==> src/rtl/simmem_pkg.sv <==
// Shared types and default geometry for the simmem message bank.
// Slot pointers index the shared RAM; credits count release grants.
package simmem_pkg;

  localparam int DefStructWidth = 64;
  localparam int DefIdWidth = 4;
  localparam int DefCapacity = 32;
  localparam int DefMaxCredit = DefCapacity;

  typedef logic [$clog2(DefCapacity)-1:0] slot_ptr_t;
  typedef logic [$clog2(DefMaxCredit+1)-1:0] credit_t;

endpackage

==> src/rtl/simmem_rr_arbiter.sv <==
// Round-robin pick among requesting IDs, searching from the
// ID after last_id and wrapping; grant is gated by advance.
module simmem_rr_arbiter #(
  parameter int NumIds = 16,
  localparam int IdW = $clog2(NumIds)
) (
  input  logic [NumIds-1:0] req,
  input  logic [IdW-1:0]    last_id,
  input  logic              advance,
  output logic [NumIds-1:0] grant,
  output logic [IdW-1:0]    grant_id
);

  logic           found;
  logic [IdW-1:0] idx;

  // first requester after last_id wins; k=NumIds wraps to last_id
  always_comb begin
    grant = '0;
    grant_id = last_id;
    found = 1'b0;
    idx = '0;
    for (int k = 1; k <= NumIds; k++) begin
      idx = last_id + IdW'(k);
      if (!found && req[idx]) begin
        found = 1'b1;
        grant_id = idx;
      end
    end
    if (advance && found) grant[grant_id] = 1'b1;
  end

endmodule

==> src/rtl/simmem_id_message_bank.sv <==
// Shared-RAM message bank: one linked-list FIFO per ID, released
// by credits. Optional SIMMEM_MSG_BANK_OCCUPANCY_EN adds occupancy ports.
module simmem_id_message_bank
  import simmem_pkg::*;
#(
  parameter int StructWidth = DefStructWidth,
  parameter int IdWidth = DefIdWidth,
  parameter int Capacity = DefCapacity,
  parameter int MaxCredit = Capacity
) (
  input  logic                   clk_i,
  input  logic                   rst_i,
  input  logic                   in_valid_i,
  output logic                   in_ready_o,
  input  logic [StructWidth-1:0] data_i,
  input  logic                   release_valid_i,
  input  logic [IdWidth-1:0]     release_id_i,
  output logic                   out_valid_o,
  input  logic                   out_ready_i,
  output logic [StructWidth-1:0] data_o
`ifdef SIMMEM_MSG_BANK_OCCUPANCY_EN
  ,
  output logic [$clog2(Capacity+1)-1:0] free_slots_o,
  output logic [2**IdWidth-1:0]         id_nonempty_o
`endif
);

  localparam int NumIds = 2**IdWidth;
  localparam int PtrW = $clog2(Capacity);
  localparam int CrW = $clog2(MaxCredit+1);

  typedef logic [PtrW-1:0] ptr_t;
  typedef logic [CrW-1:0] cred_t;
  typedef logic [IdWidth-1:0] id_t;

  localparam ptr_t PtrOne = ptr_t'(1);
  localparam cred_t CrOne = cred_t'(1);
  localparam cred_t CrMax = cred_t'(MaxCredit);

  logic [StructWidth-1:0] mem [Capacity];
  ptr_t next_ptr [Capacity];
  ptr_t free_q [Capacity];
  ptr_t free_rd, free_wr;
  logic free_empty;

  ptr_t head [NumIds];
  ptr_t tail [NumIds];
  logic [NumIds-1:0] nonempty;
  cred_t credit [NumIds];
  id_t last_id;

  logic out_valid_q;
  logic [StructWidth-1:0] data_q;

  logic push, pop, can_load;
  id_t push_id, pop_id;
  ptr_t push_slot, pop_slot;
  logic [NumIds-1:0] eligible, grant;

  assign push = in_valid_i && !free_empty;
  assign push_id = data_i[IdWidth-1:0];
  assign push_slot = free_q[free_rd];
  assign can_load = !out_valid_q || out_ready_i;
  assign pop = |grant;
  assign pop_slot = head[pop_id];

  assign in_ready_o = !free_empty;
  assign out_valid_o = out_valid_q;
  assign data_o = data_q;

  // an ID may be served when it holds data and credit
  always_comb begin
    eligible = '0;
    for (int i = 0; i < NumIds; i++)
      eligible[i] = nonempty[i] && (credit[i] != '0);
  end

  simmem_rr_arbiter #(
    .NumIds(NumIds)
  ) u_arb (
    .req     (eligible),
    .last_id (last_id),
    .advance (can_load),
    .grant   (grant),
    .grant_id(pop_id)
  );

  // free list: ring of slot indices; rd==wr means full unless empty
  always_ff @(posedge clk_i or posedge rst_i) begin
    if (rst_i) begin
      for (int i = 0; i < Capacity; i++)
        free_q[i] <= ptr_t'(i);
      free_rd <= '0;
      free_wr <= '0;
      free_empty <= 1'b0;
    end else begin
      if (push) free_rd <= free_rd + PtrOne;
      if (pop) begin
        free_q[free_wr] <= pop_slot;
        free_wr <= free_wr + PtrOne;
      end
      if (push && !pop)
        free_empty <= ((free_rd + PtrOne) == free_wr);
      else if (pop && !push)
        free_empty <= 1'b0;
    end
  end

  // per-ID head/tail; a push onto a queue being emptied restarts it
  always_ff @(posedge clk_i or posedge rst_i) begin
    if (rst_i) begin
      for (int i = 0; i < NumIds; i++) begin
        head[i] <= '0;
        tail[i] <= '0;
      end
      nonempty <= '0;
      last_id <= '1;
    end else begin
      if (pop) begin
        last_id <= pop_id;
        if (head[pop_id] == tail[pop_id])
          nonempty[pop_id] <= 1'b0;
        else
          head[pop_id] <= next_ptr[pop_slot];
      end
      if (push) begin
        if (!nonempty[push_id] ||
            (pop && pop_id == push_id &&
             head[push_id] == tail[push_id])) begin
          head[push_id] <= push_slot;
          tail[push_id] <= push_slot;
          nonempty[push_id] <= 1'b1;
        end else begin
          tail[push_id] <= push_slot;
        end
      end
    end
  end

  // payload RAM and link array need no reset
  always_ff @(posedge clk_i) begin
    if (push) begin
      mem[push_slot] <= data_i;
      if (nonempty[push_id])
        next_ptr[tail[push_id]] <= push_slot;
    end
  end

  // saturating credits; release and pop together cancel
  always_ff @(posedge clk_i or posedge rst_i) begin
    if (rst_i) begin
      for (int i = 0; i < NumIds; i++)
        credit[i] <= '0;
    end else begin
      for (int i = 0; i < NumIds; i++) begin
        if (release_valid_i && release_id_i == id_t'(i) &&
            !(pop && pop_id == id_t'(i))) begin
          if (credit[i] != CrMax)
            credit[i] <= credit[i] + CrOne;
        end else if (pop && pop_id == id_t'(i) &&
                     !(release_valid_i &&
                       release_id_i == id_t'(i))) begin
          credit[i] <= credit[i] - CrOne;
        end
      end
    end
  end

  // output register reloads on the cycle it is empty or handed off
  always_ff @(posedge clk_i or posedge rst_i) begin
    if (rst_i) begin
      out_valid_q <= 1'b0;
      data_q <= '0;
    end else if (pop) begin
      out_valid_q <= 1'b1;
      data_q <= mem[pop_slot];
    end else if (out_ready_i) begin
      out_valid_q <= 1'b0;
    end
  end

`ifdef SIMMEM_MSG_BANK_OCCUPANCY_EN
  logic [$clog2(Capacity+1)-1:0] free_cnt;

  // free-slot count mirrors the free list
  always_ff @(posedge clk_i or posedge rst_i) begin
    if (rst_i)
      free_cnt <= ($clog2(Capacity+1))'(Capacity);
    else if (push && !pop)
      free_cnt <= free_cnt - 1'b1;
    else if (pop && !push)
      free_cnt <= free_cnt + 1'b1;
  end

  assign free_slots_o = free_cnt;
  assign id_nonempty_o = nonempty;
`else
  // no occupancy observation in this build
`endif

endmodule

==> config.mk <==
export PLATFORM = sky130hd
export DESIGN_NAME = simmem_id_message_bank
export DESIGN_NICKNAME = d
export VERILOG_FILES = /design/src/rtl/simmem_pkg.sv /design/src/rtl/simmem_rr_arbiter.sv /design/src/rtl/simmem_id_message_bank.sv
export SDC_FILE = /design/constraint.sdc
export NUM_CORES = 2
export LEC_CHECK = 0
export CAP_MARGIN = 5
export CORE_MARGIN = 4
export CORE_UTILIZATION = 40
export CTS_BUF_LIST = sky130_fd_sc_hd__clkbuf_16
export CTS_CLUSTER_DIAMETER = 150
export DETAILED_ROUTE_END_ITERATION = 10
export HOLD_SLACK_MARGIN = 0.05
export SYNTH_ARGS = -nofsm -noshare
export SYNTH_HDL_FRONTEND = slang
export SYNTH_SLANG_ARGS = --single-unit
==> constraint.sdc <==
create_clock -name clk_i -period 23.1 [get_ports clk_i]
set_clock_uncertainty 0.05 [all_clocks]
set_input_delay 4.62 -clock clk_i [delete_from_list [all_inputs] [get_ports clk_i]]
set_output_delay 4.62 -clock clk_i [all_outputs]
set_load 0.01 [all_outputs]
# Word level (Yosys, flattened, before mapping)
# Memories as Yosys holds them, arrays and structs flattened. A register that Yosys moved wholly into a read port is not among the register bits.
# Cells that the tools add are included.
# totals
n_memories	2
ram_bits	2208
out_inout_bits	66
elab_cells	611
inputBits	73
regBits	448
# classes
n_bitwise	7
n_eq_ne	66
n_reduce_logical	213
magnitude_cmp	27
addsub	49
mux	161
# memory_table
name	words	word_bits	read_ports	rd_ports_with_merged_regs	wr	line	rtl
mem	32	64	1	1	1	simmem_id_message_bank.sv:40	logic [StructWidth-1:0] mem [Capacity];
next_ptr	32	5	1	0	1	simmem_id_message_bank.sv:41	ptr_t next_ptr [Capacity];
# ops
operator	count
80-bit two-way mux	4
6-bit two-way mux	48
80-bit bitwise mux	3
160-bit bitwise mux	1
1-bit logical AND	106
6-bit by 1-bit adder with 6-bit output (second input constant)	16
6-bit != test (second input constant)	16
6-bit nonzero test	16
6-bit by 1-bit subtractor with 6-bit output (second input constant)	16
4-bit by 5-bit < comparator with 1-bit output (second input constant)	18
5-bit binary-select mux with 4-bit select	4
16-bit two-way mux	5
1-bit binary-select mux with 4-bit select	17
5-bit two-way mux	13
4-bit == test (second input constant)	16
4-bit two-way mux	16
1-bit logical NOT	52
1-bit two-way mux	44
5-bit demux with 4-bit select	2
2-bit nonzero test	18
4-bit adder (second input constant)	8
4-bit by 3-bit == test with 1-bit output (second input constant)	8
2-bit by 1-bit != test with 1-bit output (second input constant)	16
2-bit AND reduction	16
24 further kinds	44

# Logic depth before layout (Yosys ltp)
# logic_depth
word_depth	61
depth_mapped	31

# Modules after synthesis
# A second synthesis with hierarchy kept.
# hier_totals
cells_unflattened	8855
area_unflattened_um2	116620.6
# modules_own_cells
mod	instances	seq_area_each_um2	cells_each	area_each_um2
simmem_id_message_bank	1	79221.0	8531	113854.2
simmem_rr_arbiter	1	0.0	324	2766.4

# Least setup slack after synthesis
# Ideal clock, no wire load.
# synth_path
kind	input -> register
start	input data_i[0]
end	register head[55] in the netlist's numbering
slack_ps	14280
cell_stages	15
path_buffers	5
arrival_time_ps	8637
cell_sequence	clkbuf_1 buf_1 clkbuf_1 mux4_2 mux4_2 xnor2_1 nand3_1 nor3_1 nand3_1 o41ai_1 clkbuf_1 nand3_1 clkbuf_1 a31oi_1 o21ai_0
# synth_between
elab_chain_len	9
elab_cells_between_ends	23
# synth_lines
element	line	rtl
from (decl)	simmem_id_message_bank.sv:15	input logic [StructWidth-1:0] data_i,
4-bit inverter with 5-bit output (not written as such)	simmem_id_message_bank.sv:129, simmem_id_message_bank.sv:130	
5-bit binary-select mux with 4-bit select	simmem_id_message_bank.sv:129	head[push_id] == tail[push_id])) begin
5-bit two-way mux (not written as such) (2 in a row)	simmem_id_message_bank.sv:129	
5-bit == test	simmem_id_message_bank.sv:129	
1-bit logical AND	simmem_id_message_bank.sv:128	(pop && pop_id == push_id &&
1-bit logical OR	simmem_id_message_bank.sv:127	if (!nonempty[push_id] ||
80-bit two-way mux (*)	simmem_id_message_bank.sv:127	
80-bit two-way mux (*)	simmem_id_message_bank.sv:126	if (push) begin
to (signal, indexed assignment)	simmem_id_message_bank.sv:124	head[pop_id] <= next_ptr[pop_slot];
to (signal, indexed assignment)	simmem_id_message_bank.sv:130	head[push_id] <= push_slot;
to (decl)	simmem_id_message_bank.sv:46	ptr_t head [NumIds];
# Every way passes the cells marked *; elsewhere a longest branch is shown, timed or not. The select of a mux whose other input is x is not followed.
# A chain may end at the register's enable or synchronous reset.

# Final worst setup path
# layout_path
start	register last_id[0]
end	register data_q[25], in the netlist data_o[25], read port of mem
# layout_between
elab_chain_len	55
elab_cells_between_ends	121
# layout_lines
element	line	rtl
from (decl)	simmem_id_message_bank.sv:50	id_t last_id;
from (signal assigned)	simmem_id_message_bank.sv:120	last_id <= pop_id;
4-bit by 1-bit adder with 4-bit output	simmem_rr_arbiter.sv:24	idx = last_id + IdW'(k);
1-bit binary-select mux with 4-bit select	simmem_rr_arbiter.sv:25	if (!found && req[idx]) begin
1-bit two-way mux (not written as such)	simmem_rr_arbiter.sv:25	
1-bit two-way mux	simmem_rr_arbiter.sv:25	
1-bit logical NOT	simmem_rr_arbiter.sv:25	
1-bit logical AND	simmem_rr_arbiter.sv:25	
1-bit two-way mux	simmem_rr_arbiter.sv:25	
1-bit logical NOT	simmem_rr_arbiter.sv:25	
[39 not listed]	-	
1-bit logical AND	simmem_rr_arbiter.sv:25	
4-bit two-way mux	simmem_rr_arbiter.sv:25	
4-bit by 5-bit < comparator with 1-bit output (not written as such) or 4-bit by 1-bit >= comparator with 1-bit output (tied branches)	simmem_rr_arbiter.sv:30	if (advance && found) grant[grant_id] = 1'b1;
1-bit logical AND (not written as such)	simmem_rr_arbiter.sv:30	
1-bit two-way mux (not written as such)	simmem_rr_arbiter.sv:30	
1-bit demux with 4-bit select	-	
16-bit two-way mux	simmem_rr_arbiter.sv:30	
16-bit OR reduction	simmem_id_message_bank.sv:64	assign pop = |grant;
to (decl)	simmem_id_message_bank.sv:53	logic [StructWidth-1:0] data_q;
# Parallel ways exist; a longest one is shown, timed or not. The select of a mux whose other input is x is not followed.

==> run_results.csv <==
group,metric,value,unit
placed_design,routabilityCongestion,0.882,
floorplan,rows,197,
timing,timing.fmax,90.5,MHz
setup_path,crit_chain,"inv_1 -> ha_1 -> nand2b_1 -> or3_1 -> and4_1 -> mux2i_1 -> nand3_1 -> nor3_1 -> o21a_1 -> inv_1 -> a21o_1 -> a2111oi_0 -> or4_4 -> buf_4 -> buf_4 -> buf_4 -> mux2i_1 -> o221ai_1 -> a31o_1 -> o21ai_0 -> a21oi_1",
timing,finalCriticalPeriod,11050,ps
synthesis,yosys.area.top_type,"edfxtp_1",
setup_path,path_common_cell,"buf_4",
grt,grtUsageMet3,4.04,%
synthesis,synth-compound-area-share,7.23,%
grt,antenna_found_initial,26,
grt,top_usage_layer,"met2",
drt,dr.pass1.iters,8,
drt,first_iter_violations,9021,
clock_network,root_buffer,"clkbuf_16",
synthesis,ys_async_sr_fraction,18.8,%
grt,grt-ovfl-total,0,
clock_network,clk_pin_slew,60,ps
floorplan,die_area,299000,µm²
placed_design,dp.cells,12700,
grt,grt_pass1_vias,74700,
setup_path,crit_type,"reg -> reg",
clock_network,cts_hold_buffers,0,
setup_path,worst_setup_path_end_kind,"flip-flop",
clock_network,cts.sinks,2720,
synthesis,synthesis.area,116000,µm²
placed_design,portBuffers,138,
drt,wire_per_inst,26.3,µm
cells_and_area,syn_to_final_growth,12.4,%
synthesis,synthMuxAreaShare,5.07,%
synthesis,synth_top_area_share,57.2,%
clock_network,numCtsBuffers,296,
placed_design,hpwl,187000,µm
synthesis,synth_edf_count,2208,
synthesis,synth_area_leaders,"edfxtp_1, dfrtp_1, nand2_1",
grt,grt_max_degree,191,
grt,grt.total_usage,22.6,%
synthesis,synth_flop_cell,"edfxtp_1",
floorplan,die_x,547,µm
cells_and_area,nets,9429,
drt,viasPerCell,5.87,
setup_path,critPathSlowestCell,"dfstp_2",
clock_network,cts_resized,0,
synthesis,synth_top_family_by_area,"simple AND/OR/NAND/NOR gates",
clock_network,cts_setup_buffers,0,
job,maxCapViolations,0,
synthesis,synth-adder-area-share,1.15,%
drt,drc_errors,0,
floorplan,core_region_area,288000,µm²
setup_path,required,23830,ps
clock_network,cts_tree,"done",
drt,wl,350000,µm
floorplan,io_pins,139,
cells_and_area,final_cells,13300,
synthesis,ys_types,93,
hold_path,hold_path.class,"reg -> reg",
synthesis,synth_area_per_cell,12.6,µm²
clock_network,htreeDepth,5,
grt,grt.met1_usage,31.3,%
cells_and_area,drive_above_1_share,9.42,%
clock_network,cts_buffer_depth,4,
synthesis,synthCells,9228,
clock_network,clk_latency,890,ps
cells_and_area,multi_input_area,34300,µm²
timing,rsz0062_at_grt,"false",
setup_path,critPathLaunchType,"flip-flop",
floorplan,start_util,40.2,%
floorplan,die_h,547,µm
synthesis,synth-xor-area-share,1.07,%
synthesis,yosys-top-cells-count,"nand2_1, edfxtp_1, nand3_1",
setup_path,max_stage_delay,980,ps
setup_path,arrival,11780,ps
synthesis,synth_seq_cells,2720,
setup_path,worstPathMaxFanout,84,
timing,slew_viol_final,0,
timing,fin_crit_sh,47.8,%
synthesis,yosysWarnings,0,
synthesis,syn_nets,9398,
drt,vias,78000,
synthesis,synth-simple-area-share,14.6,%
timing,fin_tns_setup,0,ps
synthesis,synth_most_common_cell,"nand2_1",
cells_and_area,regArea,79200,µm²
timing,tightest_slew,1260,ps
drt,ant_nets,0,
run_status,run_status,"finished clean",
timing,setup_violations,0,
timing,holdWs,424,ps
cells_and_area,fill_cells,25700,
synthesis,seq_area_frac_synth,68.3,%
grt,grtUsageMet2,36.7,%
grt,grt_pass1_wl,512000,µm
timing,maxSlewHeadroom,15.7,%
timing,hold_viol,0,
[final timing paths]
path	end	cells past startpoint	slack, ps	startpoint
worst max-delay path	data_o[25]	21	12050	last_id[0]
worst min-delay path	free_q[76]	2	420	free_q[76]
worst max register to register	data_o[25]	21	12050	last_id[0]
worst min register to register	free_q[76]	2	420	free_q[76]
max in group asynchronous	data_o[31]	4	16060	rst_i
min in group asynchronous	credit[56]	2	4300	rst_i
[area by class of cell]
type,count,area share (%)
sequential,2720,60.7
timing repair buffer,313,2.11
tap,3781,3.63
clock buffer,305,5.85
clock inverter,226,1.15
inverter,78,0.232
antenna,10,0.0192
multi-input combinational,5850,26.3
[flip-flops by register name, summed over array words and instances, names as in the netlist]
register,count
data_o,64
nonempty,16
free_empty,1
next_ptr,160
free_rd,5
last_id,4
head,80
free_q,160
mem,2048
free_wr,5
credit,96
tail,80
out_valid_o,1
[metal layers]
layer	routed length (µm)	part of all wire [%]	vias to the layer above
met4	11500	3.3	16
met2	165000	47	3589
met5	92	0.026	-
met1	143000	41	39500
met3	30700	8.8	698
li1	-	-	34200
[layout by cell type (no fill, tap or decap), types with 18 or more instances in the layout]
cell             instances
clkinv_2                38
clkbuf_16              305
a311oi_1               119
a41oi_1                 22
mux2_2                  22
nand3_1                846
or3_1                   30
dfstp_2                 84
xnor2_1                 77
mux2i_1                241
o21ai_0                385
dfrtp_1                427
a32oi_1                 26
nor4_1                  18
nor2_1                 246
o221ai_1                31
clkdlybuf4s50_1        134
nor3_1                  25
ha_1                    81
xor2_1                  61
mux4_2                 138
a21oi_1                199
a31oi_1                193
inv_1                  159
edfxtp_1              2208
nand2_1               2336
nand4_1                101
a221o_1                 21
nor3b_1                 20
clkinv_1                63
and3_1                 147
nor2_4                  37
buf_4                  171
a32o_1                  22
o211ai_1                23
o22ai_1                 71
a21o_1                  46
[cells by family (layout without fill, tap and decap cells)]
logic type | after synthesis | count (layout)
AND/OR/NAND/NOR | 3906 | 3906
flip-flops | 2720 | 2720
AO/OA/AOI/OAI | 1296 | 1296
buffers and inverters | 658 | 922
multiplexers | 410 | 410
XOR/XNOR | 141 | 141
adder cells (fa/ha/maj) | 97 | 97
other | 0 | 10
[worst max-delay path, delay by kind of cell, from the launching register on]
kind | cells | cell delay, ps
buf+inv | 5 | 3220
fa+ha+maj | 1 | 980
simple gates | 6 | 2180
compound gates | 7 | 2320
mux | 2 | 960
flops | 1 | 980
[metrics by stage]
| step | cell area [µm²] | setup WS [ps] | utilization, % |
|---|---|---|---|
| finish | 130000 | 12050 | 45.2 |
| global placement | 121000 | 12470 | 42.1 |
| floorplan | 116000 | 4270 | - |
| CTS | 130000 | 12270 | 45.2 |
| detailed placement | 121000 | 12240 | 42.1 |
| global route | 130000 | 11390 | 45.2 |
Power is not shown: default switching activity piles up to over one toggle a cycle in this logic, so the estimate is an artifact.
